File: src/rtl/lock_controller_fsm_if.sv
// rtl/lock_controller_fsm_if.sv - keypad/status bundle for the lock controller
interface lock_controller_fsm_if;
  logic       digit_valid_i;
  logic [3:0] digit_i;
  logic       lock_i;
  logic       set_code_i;
  logic       new_o;
  logic       open_o;
  logic       alarm_o;
  logic [2:0] tries_left_o;

  // Driver side: keypad source and status consumer
  modport master (
    output digit_valid_i, digit_i, lock_i, set_code_i,
    input  new_o, open_o, alarm_o, tries_left_o
  );

  // Controller side
  modport slave (
    input  digit_valid_i, digit_i, lock_i, set_code_i,
    output new_o, open_o, alarm_o, tries_left_o
  );
endinterface

File: src/rtl/lock_controller_fsm.sv
// rtl/lock_controller_fsm.sv - combination lock sequencer: program, verify, count failures, alarm
module lock_controller_fsm #(
  parameter int CODE_LEN   = 4,
  parameter int MAX_TRIES  = 3,
  parameter int ALARM_HOLD = 1000
) (
  input  logic                  clk,
  input  logic                  reset,
  lock_controller_fsm_if.slave  bus
);

  localparam int EW = 4 * CODE_LEN;
  localparam int CW = $clog2(CODE_LEN + 1);
  localparam int TW = $clog2(ALARM_HOLD + 1);
  localparam logic [2:0]    MAX_T   = 3'(MAX_TRIES);
  localparam logic [CW-1:0] LAST    = CW'(CODE_LEN - 1);
  localparam logic [TW-1:0] HOLD_LD = TW'(ALARM_HOLD - 1);

  typedef enum logic [1:0] {S_NEW, S_LOCKED, S_OPEN, S_ALARM} state_t;

  state_t        state_q, state_d;
  logic [EW-1:0] entry_q, entry_d;
  logic [EW-1:0] code_q, code_d;
  logic [CW-1:0] cnt_q, cnt_d;
  logic [2:0]    tries_q, tries_d;
  logic [TW-1:0] timer_q, timer_d;

  logic          accept;
  logic          last_digit;
  logic [EW-1:0] entry_shift;

  // State register; reset abandons any entry or alarm in progress
  always_ff @(posedge clk) begin
    if (reset) begin
      state_q <= S_NEW;
      entry_q <= '0;
      code_q  <= '0;
      cnt_q   <= '0;
      tries_q <= MAX_T;
      timer_q <= '0;
    end else begin
      state_q <= state_d;
      entry_q <= entry_d;
      code_q  <= code_d;
      cnt_q   <= cnt_d;
      tries_q <= tries_d;
      timer_q <= timer_d;
    end
  end

  // Next-state logic: digit accumulation, code program/compare, alarm countdown
  always_comb begin
    state_d     = state_q;
    entry_d     = entry_q;
    code_d      = code_q;
    cnt_d       = cnt_q;
    tries_d     = tries_q;
    timer_d     = timer_q;
    accept      = bus.digit_valid_i && (bus.digit_i <= 4'd9);
    last_digit  = (cnt_q == LAST);
    entry_shift = {entry_q[EW-5:0], bus.digit_i};

    case (state_q)
      S_NEW: begin
        if (accept) begin
          entry_d = entry_shift;
          if (last_digit) begin
            code_d  = entry_shift;
            cnt_d   = '0;
            state_d = S_LOCKED;
          end else begin
            cnt_d = cnt_q + CW'(1);
          end
        end
      end
      S_LOCKED: begin
        if (accept) begin
          entry_d = entry_shift;
          if (last_digit) begin
            cnt_d = '0;
            if (entry_shift == code_q) begin
              state_d = S_OPEN;
              tries_d = MAX_T;
            end else if (tries_q <= 3'd1) begin
              state_d = S_ALARM;
              tries_d = 3'd0;
              timer_d = HOLD_LD;
            end else begin
              tries_d = tries_q - 3'd1;
            end
          end else begin
            cnt_d = cnt_q + CW'(1);
          end
        end
      end
      S_OPEN: begin
        // Reprogramming keeps the old code until the new one is complete
        cnt_d = '0;
        if (bus.lock_i) begin
          state_d = S_LOCKED;
        end else if (bus.set_code_i) begin
          state_d = S_NEW;
        end
      end
      S_ALARM: begin
        if (timer_q == '0) begin
          state_d = S_LOCKED;
          tries_d = MAX_T;
        end else begin
          timer_d = timer_q - TW'(1);
        end
      end
      default: state_d = S_NEW;
    endcase
  end

  assign bus.new_o        = (state_q == S_NEW);
  assign bus.open_o       = (state_q == S_OPEN);
  assign bus.alarm_o      = (state_q == S_ALARM);
  assign bus.tries_left_o = tries_q;

endmodule

File: src/flat_wrapper.sv
// flat-port wrapper written by rule: the top's interface ports become plain ports
module lock_controller_fsm_flat 
#(
  parameter int CODE_LEN   = 4,
  parameter int MAX_TRIES  = 3,
  parameter int ALARM_HOLD = 1000
)
  (clk, reset, bus_digit_valid_i, bus_digit_i, bus_lock_i, bus_set_code_i, bus_new_o, bus_open_o, bus_alarm_o, bus_tries_left_o);
  lock_controller_fsm_if bus_i ();
  input  logic clk;
  input  logic reset;
  input wire logic [$bits(bus_i.digit_valid_i)-1:0] bus_digit_valid_i;
  input wire logic [$bits(bus_i.digit_i)-1:0] bus_digit_i;
  input wire logic [$bits(bus_i.lock_i)-1:0] bus_lock_i;
  input wire logic [$bits(bus_i.set_code_i)-1:0] bus_set_code_i;
  output wire logic [$bits(bus_i.new_o)-1:0] bus_new_o;
  output wire logic [$bits(bus_i.open_o)-1:0] bus_open_o;
  output wire logic [$bits(bus_i.alarm_o)-1:0] bus_alarm_o;
  output wire logic [$bits(bus_i.tries_left_o)-1:0] bus_tries_left_o;
  assign bus_i.digit_valid_i = bus_digit_valid_i;
  assign bus_i.digit_i = bus_digit_i;
  assign bus_i.lock_i = bus_lock_i;
  assign bus_i.set_code_i = bus_set_code_i;
  assign bus_new_o = bus_i.new_o;
  assign bus_open_o = bus_i.open_o;
  assign bus_alarm_o = bus_i.alarm_o;
  assign bus_tries_left_o = bus_i.tries_left_o;
  lock_controller_fsm #(.CODE_LEN(CODE_LEN), .MAX_TRIES(MAX_TRIES), .ALARM_HOLD(ALARM_HOLD)) u_core (.clk(clk), .reset(reset), .bus(bus_i));
endmodule
File: config.mk
export PLATFORM = sky130hd
export DESIGN_NAME = lock_controller_fsm_flat
export DESIGN_NICKNAME = d
export VERILOG_FILES = /design/src/rtl/lock_controller_fsm_if.sv /design/src/rtl/lock_controller_fsm.sv /design/src/flat_wrapper.sv
export SDC_FILE = /design/constraint.sdc
export NUM_CORES = 1
export LEC_CHECK = 0
export BUFFER_PORTS_ARGS = -buffer_cell sky130_fd_sc_hd__buf_4
export CAP_MARGIN = 25
export CORE_AREA = 3 3 74 76
export DETAILED_ROUTE_END_ITERATION = 12
export DIE_AREA = 0 0 77 79
export PLACE_DENSITY_LB_ADDON = 0.08
export SLEW_MARGIN = 20
export SYNTH_ARGS = -nofsm -noshare
export SYNTH_HDL_FRONTEND = slang
export SYNTH_SLANG_ARGS = --single-unit
export TNS_END_PERCENT = 10
File: constraint.sdc
create_clock -name clk -period 5.22 [get_ports clk]
set_input_delay 1.566 -clock clk [delete_from_list [all_inputs] [get_ports clk]]
set_output_delay 1.566 -clock clk [all_outputs]
set_load 0.005 [all_outputs]
==> results of run 1 <==
-- cells in the mapped netlist, drive strengths merged (2+ instances only) --
cell type	count	area share
o31ai	2	0.0063
or2	2	0.0052
nor2b	2	0.0052
o21ai	5	0.012
nor3	3	0.0063
buf	3	0.0083
xor2	16	0.058
a211oi	10	0.031
or3	2	0.0052
inv	13	0.020
dfxtp	46	0.38
nand2b	3	0.011
a32oi	3	0.011
a32o	2	0.0083
nor2	42	0.066
nand4	2	0.0052
nor4	4	0.010
o211ai	4	0.013
nand2	13	0.020
nand4b	2	0.0073
nand3	5	0.010
or4b	2	0.0099
a311oi	2	0.0073
a221o	3	0.013
mux2i	29	0.12
ha	9	0.047
a21oi	4	0.0083
or4	5	0.017
clkbuf	9	0.014
a31oi	2	0.0052
-- worst min path at each step --
stage / startpoint / to / slack [ps] / cells past startpoint
global route: u_core.cnt_q[2] / u_core.cnt_q[2] / 510 / 1
detailed placement: u_core.cnt_q[2] / u_core.cnt_q[2] / 480 / 1
finish: u_core.cnt_q[2] / u_core.cnt_q[2] / 500 / 1
CTS: u_core.cnt_q[2] / u_core.cnt_q[2] / 500 / 1
floorplan: u_core.cnt_q[2] / u_core.cnt_q[2] / 450 / 1
global placement: u_core.cnt_q[2] / u_core.cnt_q[2] / 460 / 1
-- final cells by class --
type | count | area [µm²] | area share
timing repair buffer | 15 | 112.6 | 0.04245
multi-input combinational | 193 | 1376 | 0.5189
clock inverter | 2 | 37.54 | 0.01415
inverter | 13 | 48.80 | 0.01840
clock buffer | 6 | 72.57 | 0.02736
sequential | 46 | 920.9 | 0.3472
tap | 67 | 83.83 | 0.03160
-- critical path, stage by stage --
cell and delay, ps:
buf_4 130, o21a_1 210, o41ai_1 820, nand2_1 340, a2111oi_0 460, a211oi_1 90
-- power by group through the flow --
stage | sequential (mW) | clock [mW] | combinational, mW
2_1_floorplan | 0.378 | 0 | 0.0921
3_3_place_gp | 0.381 | 0 | 0.123
3_5_place_dp | 0.381 | 0 | 0.123
4_1_cts | 0.373 | 0.274 | 0.124
5_1_grt | 0.375 | 0.288 | 0.140
6_report | 0.373 | 0.264 | 0.124
-- kinds of logic (layout without fill, tap and decap cells) --
family          Yosys count  in the layout  synth area share
compound gates           46             46            0.1481
xor+xnor                 16             16           0.05839
fa+ha+maj                 9              9           0.04692
buf+inv                  25             36           0.04275
flops                    46             46            0.3837
mux                      30             30            0.1257
simple gates             92             92            0.1945
-- sequential cells by signal, summed over array words and instances (netlist names) --
| name | count |
|---|---|
| u_core.entry_q | 12 |
| u_core.code_q | 16 |
| u_core.timer_q | 10 |
| u_core.cnt_q | 3 |
| u_core.state_q | 2 |
| u_core.bus.tries_left_o | 3 |
-- routing by layer --
metal | vias up | GRT usage
li1 | 971 | -
met1 | 876 | 0.2045
met2 | 27 | 0.2918
met3 | 10 | 0.03741
met4 | 0 | 0.06406
met5 | - | 0
==> impl_metrics.env, run 1 <==
export IMPL_status="finished clean"
export IMPL_critPathCapture="u_core.timer_q[9]"
export IMPL_cts_sinks=46
export IMPL_ff2ff_path_depth=7
export IMPL_final_common_cell="dfxtp_1"
export IMPL_highest_layer="met4"
export IMPL_max_slew_margin=0.4003
export IMPL_whs_ps=495.9
export IMPL_ys_flop_type="dfxtp_1"
export IMPL_fmax_ghz=0.2913
export IMPL_yosysSeqAreaShare=0.3837
export IMPL_drv_cap=0
export IMPL_p_leak_nw=1.200
export IMPL_hp_class="flop to flop"
export IMPL_place_ws_ps=1504
export IMPL_grt_pass1_wl_um=8266
export IMPL_globalRouteOverflowTotal=0
export IMPL_finalNonFillerCells=342
export IMPL_wl_met1_um=2341
export IMPL_placed_area_um2=2542
export IMPL_setup_viol=0
export IMPL_drive_above_1_share=0.1200
export IMPL_cts_tree="yes"
export IMPL_p_switching_mw=0.2049
export IMPL_fin_crit_ps=3433
export IMPL_rr_endpoint="u_core.timer_q[9]"
export IMPL_die_area_um2=6083
export IMPL_p_int_mw=0.5557
export IMPL_grt_usage=0.1685
export IMPL_yosys_warnings=0
export IMPL_cts_buffer_depth=2
export IMPL_power_total_mw=0.7606
export IMPL_final_cell_mix="dfxtp_1, nor2_1, mux2i_1"
export IMPL_hold_viol=0
export IMPL_core_um2=4786
export IMPL_cts_buffers=5
export IMPL_ys_types=52
export IMPL_syn2layout_area_growth_pct=10.53
export IMPL_cts_root_buf="clkbuf_8"
export IMPL_antennaDiodeCount=0
export IMPL_syn_area_per_cell_um2=9.090
export IMPL_routed_wl_met3_um=132
export IMPL_drc=0
export IMPL_cp_startpoint="bus_digit_i[1]"
export IMPL_synthArstFlopShare=0
export IMPL_port_buffers=14
export IMPL_grt_pass1_vias=1853
export IMPL_antenna_found_initial=0
export IMPL_critical_path_class="input port to flop"
export IMPL_drtAntennaViolNets=0
export IMPL_avgRoutedWirePerCell_um=13.95
export IMPL_power_density_nw_per_um2=286.7
export IMPL_place_congestion=0.8435
export IMPL_synth_cells=264
export IMPL_switching_share=0.2694
export IMPL_die_h_um=79
export IMPL_synth_enable_flop_cells=0
export IMPL_dp_hpwl_um=3304
export IMPL_drt_initial_drc_count=103
export IMPL_fp_row_count=25
export IMPL_fin_skew_ps=7.165
export IMPL_start_kind="input port"
export IMPL_fin_crit_sh=0.6577
export IMPL_nNetsFinal=292
export IMPL_worstPathMaxFanout=6
export IMPL_ys_seq_elements=46
export IMPL_grt_max_degree=48
export IMPL_ctsResizeCount=0
export IMPL_num_vias=1884
export IMPL_avgViaCountPerCell=5.509
export IMPL_crit_required_ps=5390
export IMPL_detail_route_wirelength_um=4772
export IMPL_rrSetupSlack_ps=2270
export IMPL_start_util=0.5014
export IMPL_power_frac_clock=0.347
export IMPL_cp_arrival_ps=3610
export IMPL_fillers=446
export IMPL_ios=15
export IMPL_clk_latency_ps=300
export IMPL_dp_cells=334
export IMPL_cts_max_level=2
export IMPL_drtPass1Iterations=4
export IMPL_synth_nets=282
export IMPL_ir_worst_vdd_uv=173.4
export IMPL_wl_met2_um=2200
export IMPL_cp_end_kind="flop"
export IMPL_ctsHoldBuffers=0
export IMPL_drv_slew=0
export IMPL_syn_cell_area_um2=2400
export IMPL_tightest_slew_ps=887.9
export IMPL_clk_pin_slew_worst_paths_ps=90
export IMPL_finish_instance_area_um2=2653
export IMPL_setup_tns_ps=0
export IMPL_power_frac_comb=0.162
export IMPL_utilization=0.5542
export IMPL_fin_ws_ps=1787
export IMPL_rsz0062_at_grt="false"
export IMPL_die_w_um=77
export IMPL_r2r_start="u_core.state_q[1]"
export IMPL_cts_setup_buffers=0
export IMPL_p_seq_frac=0.490
Note: power is estimated with default switching activity, not from simulation.
==> run 2, diff against run 1 <==
--- a/config.mk
+++ b/config.mk
@@ -5,11 +5,12 @@
 export SDC_FILE = /design/constraint.sdc
 export NUM_CORES = 1
 export LEC_CHECK = 0
+export ABC_AREA = 1
 export BUFFER_PORTS_ARGS = -buffer_cell sky130_fd_sc_hd__buf_4
 export CAP_MARGIN = 25
-export CORE_AREA = 3 3 74 76
+export CORE_AREA = 3 3 75 77
 export DETAILED_ROUTE_END_ITERATION = 12
-export DIE_AREA = 0 0 77 79
+export DIE_AREA = 0 0 78 80
 export PLACE_DENSITY_LB_ADDON = 0.08
 export SLEW_MARGIN = 20
 export SYNTH_ARGS = -nofsm -noshare
==> constraint.sdc (replaced) <==
create_clock -name clk -period 3.34 [get_ports clk]
set_input_delay 1.002 -clock clk [delete_from_list [all_inputs] [get_ports clk]]
set_output_delay 1.002 -clock clk [all_outputs]
set_load 0.005 [all_outputs]
==> run 2 against run 1 <==
  * Clock-buffer cell count down 1
  * Core utilization shrank 1.4 points
  * Worst hold slack worse by 34 ps
  * Sequential share of layout area is 1.1 points lower
  * Flip-flop and latch count did not move
  * Synthesized area up 3.4%
  * First-iteration DRC count is 13% higher
  * Cell area increased by 3.4%
  * Routed wire length fell by 0.25%
  * Clock skew shrank 0.69 ps
  * Critical path depth is 4 lower
  * Combinational power grew to 5.8 times the previous value
==> impl_metrics.env, run 2 <==
export IMPL_fin_ws_ps=1001
export IMPL_die_area_um2=6240
export IMPL_antennaDiodeCount=0
export IMPL_synth_xor_area_frac=0
export IMPL_drv_slew=0
export IMPL_setup_viol=0
export IMPL_syn_cell_area_um2=2482
export IMPL_tightest_slew_ps=772.3
export IMPL_yosysSeqAreaShare=0.3710
export IMPL_cts_tree="yes"
export IMPL_synth_compound_area_share=0.1593
export IMPL_synthArstFlopShare=0
export IMPL_cts_max_level=2
export IMPL_place_congestion=0.7867
export IMPL_drt_initial_drc_count=116
export IMPL_critical_path_class="flop to output port"
export IMPL_drv_cap=0
export IMPL_finish_instance_area_um2=2743
export IMPL_largest_register="u_core.code_q"
export IMPL_num_vias=2218
export IMPL_synth_nets=406
export IMPL_power_density_nw_per_um2=648.3
export IMPL_ys_flop_type="dfxtp_1"
export IMPL_synthTopCellsByArea="dfxtp_1, nand2_1, inv_1, nor2_1, a21oi_1"
export IMPL_ys_types=25
export IMPL_path_delay_family="adder cells"
export IMPL_max_slew_margin=0.4846
export IMPL_cts_buffer_depth=2
export IMPL_avgViaCountPerCell=4.699
export IMPL_fmax_ghz=0.4276
export IMPL_clk_latency_ps=300
export IMPL_fin_crit_ps=2339
export IMPL_critical_path_max_stage_delay_ps=460
export IMPL_synthMuxAreaShare=0
export IMPL_crit_required_ps=2340
export IMPL_crit_slowest_cell="ha_1"
export IMPL_drc=0
export IMPL_synth_commonest_cells="nand2_1, inv_1, nor2_1"
export IMPL_globalRouteOverflowTotal=0
export IMPL_synth_top_family_by_area="simple AND/OR/NAND/NOR gates"
export IMPL_final_common_cell="nand2_1"
export IMPL_fin_skew_ps=6.473
export IMPL_cts_buffers=5
export IMPL_ys_seq_elements=46
export IMPL_start_kind="flop"
export IMPL_ctsHoldBuffers=0
export IMPL_fin_crit_sh=0.7002
export IMPL_ir_worst_vdd_uv=339.2
export IMPL_avgRoutedWirePerCell_um=10.08
export IMPL_drtAntennaViolNets=0
export IMPL_dp_cells=464
export IMPL_worstPathMaxFanout=13
export IMPL_hp_class="flop to flop"
export IMPL_syn_area_per_cell_um2=6.398
export IMPL_synth_cells=388
export IMPL_port_buffers=14
export IMPL_die_h_um=80
export IMPL_p_leak_nw=1.254
export IMPL_synth_enable_flop_cells=0
export IMPL_die_w_um=78
export IMPL_nNetsFinal=419
export IMPL_hold_viol=0
export IMPL_status="finished clean"
export IMPL_yosysTopAreaCell="dfxtp_1"
export IMPL_synth_top_area_frac=0.3710
export IMPL_largestRegisters="u_core.code_q: 16 flops, u_core.entry_q: 12 flops, u_core.timer_q: 10 flops"
export IMPL_placed_area_um2=2653
export IMPL_start_util=0.4892
export IMPL_yosysMostFrequentCell="nand2_1"
export IMPL_critical_path_buf_inv_count=1
export IMPL_yosys_warnings=0
export IMPL_ios=15
export IMPL_clk_pin_slew_worst_paths_ps=90
export IMPL_grt_pass1_vias=2030
export IMPL_grt_usage=0.1673
export IMPL_largest_reg_flops=16
export IMPL_syn2layout_area_growth_pct=10.48
export IMPL_rsz0062_at_grt="false"
export IMPL_detail_route_wirelength_um=4760
export IMPL_finalNonFillerCells=472
export IMPL_setup_tns_ps=0
export IMPL_drive_above_1_share=0.08706
export IMPL_antenna_found_initial=0
export IMPL_cp_end_kind="output port"
export IMPL_cp_arrival_ps=1340
export IMPL_grt_pass1_wl_um=8604
export IMPL_fp_row_count=26
export IMPL_path_cells="ha_1, buf_4"
export IMPL_dp_hpwl_um=3371
export IMPL_utilization=0.5404
export IMPL_cts_setup_buffers=0
export IMPL_synthAdderAreaFrac=0.04536
export IMPL_yosys_area_share_simple=0.3130
export IMPL_drtPass1Iterations=4
export IMPL_grt_max_degree=33
export IMPL_cts_root_buf="clkbuf_8"
export IMPL_core_um2=5075
export IMPL_ctsResizeCount=0
export IMPL_final_cell_mix="nand2_1, inv_1, nor2_1"
export IMPL_place_ws_ps=898.4
export IMPL_cts_sinks=46
==> run 2: cell count changes after synthesis, moves of 3 or more <==
cell,previous run,this run
a211oi_1,10,1
or4_1,3,0
a32oi_1,3,0
nand3_2,0,4
o211ai_1,4,1
a21oi_1,4,35
o21ai_0,4,35
mux2i_1,29,0
nand2_1,13,101
nor2_1,42,50
nand3_1,5,16
xor2_1,16,0
inv_1,13,60
nor4_1,4,0
==> run 2: area by class of cell <==
type	instances	area, µm²
Timing Repair Buffer	17	127.6
Clock buffer	5	68.82
Inverter	61	231.5
Sequential cell	46	920.9
Tap cell	70	87.58
Multi-Input combinational cell	270	1285
Clock inverter	3	21.27
Fill cell	542	2332
==> run 2: cell families after synthesis <==
logic type,Yosys count
and+or+nand+nor,185
buffers and inverters,72
adders and majority gates,9
AOI/OAI and AO/OA,76
DFF,46
==> run 2: layer usage <==
metal  track usage  wire [µm]
met4       0.04720         59
met3       0.03837        125
met5             0          0
met2        0.2834       2019
met1        0.2127       2554
==> run 2: through the flow <==
stage                     hold slack [ps]  total power, mW
after floorplan                     421.8            1.285
after global placement              431.6            1.439
after detailed placement            443.4            1.447
after CTS                           458.3            1.801
after global routing                485.8            1.977
final                               461.6            1.778
==> run 2: worst register-to-register path: stages (launching register included) <==
cell and delay [ps]:
dfxtp_1 370, inv_1 100, ha_1 300, or2_2 350
nand3_2 330, o21ai_0 260, a211oi_1 260
==> run 2: final timing paths <==
path                                        start               to  slack, ps  cells past startpoint
worst max-delay path            u_core.state_q[0]      bus_alarm_o       1000                      2
worst min register to register    u_core.cnt_q[2]  u_core.cnt_q[2]        460                      2
worst max register to register  u_core.state_q[1]  u_core.cnt_q[0]       1290                      6
worst min-delay path              u_core.cnt_q[2]  u_core.cnt_q[2]        460                      2
==> run 2: power breakdown <==
group	total [mW]	switching [mW]	internal (mW)
Sequential	0.718	0.0783	0.640
Combinational	0.714	0.444	0.270
Clock	0.346	0.199	0.147
==> run 3, diff against run 2 <==
--- a/config.mk
+++ b/config.mk
@@ -5,12 +5,12 @@
 export SDC_FILE = /design/constraint.sdc
 export NUM_CORES = 1
 export LEC_CHECK = 0
-export ABC_AREA = 1
+export ABC_AREA = 0
 export BUFFER_PORTS_ARGS = -buffer_cell sky130_fd_sc_hd__buf_4
 export CAP_MARGIN = 25
-export CORE_AREA = 3 3 75 77
+export CORE_AREA = 3 3 74 76
 export DETAILED_ROUTE_END_ITERATION = 12
-export DIE_AREA = 0 0 78 80
+export DIE_AREA = 0 0 77 79
 export PLACE_DENSITY_LB_ADDON = 0.08
 export SLEW_MARGIN = 20
 export SYNTH_ARGS = -nofsm -noshare
==> constraint.sdc (replaced) <==
create_clock -name clk -period 1.9 [get_ports clk]
set_input_delay 0.57 -clock clk [delete_from_list [all_inputs] [get_ports clk]]
set_output_delay 0.57 -clock clk [all_outputs]
set_load 0.005 [all_outputs]
==> run 3 against run 2 <==
  * The flow now finishes with violations (negative setup slack)
  * Final cell count decreased by 14%
  * Critical endpoint is now u_core.timer_q[1]
  * Routed wire length increased by 22%
  * Global-route usage increased by 3.5 points
  * Setup slack got worse by 1200 ps
  * Register-to-register slack got worse by 1500 ps
  * Worst hold slack improved by 29 ps
==> impl_metrics.env, run 3 (same netlist as run 1, synthesis figures left out) <==
export IMPL_worstPathMaxFanout=3
export IMPL_hold_depth=1
export IMPL_ios=15
export IMPL_syn2layout_area_growth_pct=38.37
export IMPL_start_kind="flop"
export IMPL_place_congestion=0.8659
export IMPL_drv_cap=0
export IMPL_critical_path_max_stage_delay_ps=490
export IMPL_crit_slowest_cell="or4_4"
export IMPL_drc=0
export IMPL_detail_route_wirelength_um=5800
export IMPL_hp_class="flop to flop"
export IMPL_crit_required_ps=2090
export IMPL_cts_buffer_depth=2
export IMPL_fin_skew_ps=9.148
export IMPL_globalRouteOverflowTotal=0
export IMPL_place_ws_ps=-377.5
export IMPL_grt_max_degree=30
export IMPL_placed_area_um2=3047
export IMPL_drtAntennaViolNets=0
export IMPL_path_delay_family="simple AND/OR/NAND/NOR gates"
export IMPL_avgRoutedWirePerCell_um=14.29
export IMPL_drive_above_1_share=0.3805
export IMPL_rrSetupSlack_ps=-240
export IMPL_tightest_slew_ps=461.6
export IMPL_fillers=427
export IMPL_fmax_ghz=0.4665
export IMPL_fp_row_count=25
export IMPL_num_vias=2180
export IMPL_setup_viol=12
export IMPL_p_leak_nw=1.575
export IMPL_power_total_mw=2.168
export IMPL_largest_reg_flops=16
export IMPL_register_area_um2=929.6
export IMPL_multiInputGateArea_um2=1543
export IMPL_utilization=0.6939
export IMPL_largestRegisters="u_core.code_q: 16 flops, u_core.entry_q: 12 flops, u_core.timer_q: 10 flops"
export IMPL_status="finished, violations left"
export IMPL_dp_hpwl_um=4060
export IMPL_setup_tns_ps=-2074
export IMPL_start_util=0.5014
export IMPL_final_cell_mix="buf_4, nor2_1, dfxtp_1"
export IMPL_antenna_found_initial=0
export IMPL_max_slew_margin=0.6880
export IMPL_drtPass1Iterations=4
export IMPL_cts_buffers=5
export IMPL_critical_path_depth=7
export IMPL_clk_latency_ps=300
export IMPL_power_density_nw_per_um2=652.8
export IMPL_finish_instance_area_um2=3321
export IMPL_drt_initial_drc_count=87
export IMPL_critical_path_class="flop to flop"
export IMPL_cp_startpoint="u_core.timer_q[1]"
export IMPL_rr_endpoint="u_core.timer_q[1]"
export IMPL_cts_max_level=2
export IMPL_r2r_start="u_core.timer_q[1]"
export IMPL_failed_checks="negative setup slack"
export IMPL_grt_pass1_wl_um=9922
export IMPL_grt_usage=0.2020
export IMPL_cts_tree="yes"
export IMPL_final_common_cell="buf_4"
export IMPL_fin_ws_ps=-243.7
export IMPL_ctsHoldBuffers=0
export IMPL_ir_worst_vdd_uv=480.6
export IMPL_drv_slew=0
export IMPL_cp_arrival_ps=2330
export IMPL_die_h_um=79
export IMPL_cp_end_kind="flop"
export IMPL_die_area_um2=6083
export IMPL_avgViaCountPerCell=5.369
export IMPL_fin_crit_sh=1.128
export IMPL_cts_sinks=46
export IMPL_nNetsFinal=357
export IMPL_core_um2=4786
export IMPL_cts_root_buf="clkbuf_8"
export IMPL_fin_crit_ps=2144
export IMPL_port_buffers=14
export IMPL_largest_register="u_core.code_q"
export IMPL_critical_path_buf_inv_count=1
export IMPL_grt_pass1_vias=2139
export IMPL_antennaDiodeCount=0
export IMPL_die_w_um=77
export IMPL_hold_viol=0
export IMPL_rsz0062_at_grt="true"
export IMPL_ff2ff_path_depth=7
export IMPL_clk_pin_slew_worst_paths_ps=100
export IMPL_path_cells="inv_2, ha_4, or4b_4, or4_4, and2_4, o21ai_4, mux2_4"
export IMPL_critPathCapture="u_core.timer_q[1]"
==> run 3: changes by cell type in the layout (fill, tap and decap cells not counted), moves of 9 or more <==
| cell | before | now |
|---|---|---|
| xor2_1 | 0 | 16 |
| nand3_1 | 16 | 5 |
| inv_1 | 60 | 9 |
| a21oi_1 | 35 | 3 |
| nand2_1 | 101 | 12 |
| o21ai_0 | 35 | 4 |
| mux2i_1 | 0 | 29 |
| nor2_1 | 50 | 41 |
| buf_4 | 17 | 74 |
==> run 3: through the flow <==
step	instances	hold WS [ps]
after global routing	406	503.0
after detailed placement	393	478.2
after floorplan	264	453.0
after CTS	405	492.1
final	406	490.2
after global placement	393	468.1
==> run 3: routing by layer <==
metal  wire, µm  GRT usage
met5          0          0
met4         56    0.06228
met3        160    0.02834
met2       2890     0.3571
met1       2692     0.2553
==> run 3: worst min path at each step <==
stage	startpoint	end	slack, ps
after floorplan	u_core.cnt_q[2]	u_core.cnt_q[2]	450
after global placement	u_core.cnt_q[2]	u_core.cnt_q[2]	470
after detailed placement	u_core.cnt_q[2]	u_core.cnt_q[2]	480
after CTS	u_core.cnt_q[2]	u_core.cnt_q[2]	490
after global routing	u_core.cnt_q[2]	u_core.cnt_q[2]	500
final	u_core.cnt_q[2]	u_core.cnt_q[2]	490
==> run 3: what timing repair did <==
action                                  4_1_cts  5_1_grt
endpoints found under the setup margin       18       23
buffers inserted                              5        1
hold endpoints to repair                      0        0
resized for setup                            27        9
pin swaps                                    10        8
cloned                                        0        0
==> run 3: cell type report <==
| type | count | share of cell area |
|---|---|---|
| repair buffers | 80 | 0.1903 |
| flip-flops and latches | 46 | 0.2800 |
| multi-input cells | 193 | 0.4646 |
| clock buffers | 5 | 0.02072 |
| inverters | 13 | 0.01469 |
| clock inverters | 2 | 0.004521 |
| well taps | 67 | 0.02524 |
==> run 3: report_power, final <==
group	switching (mW)	internal (mW)
Clock	0.344	0.252
Sequential	0.0278	0.998
Combinational	0.277	0.269
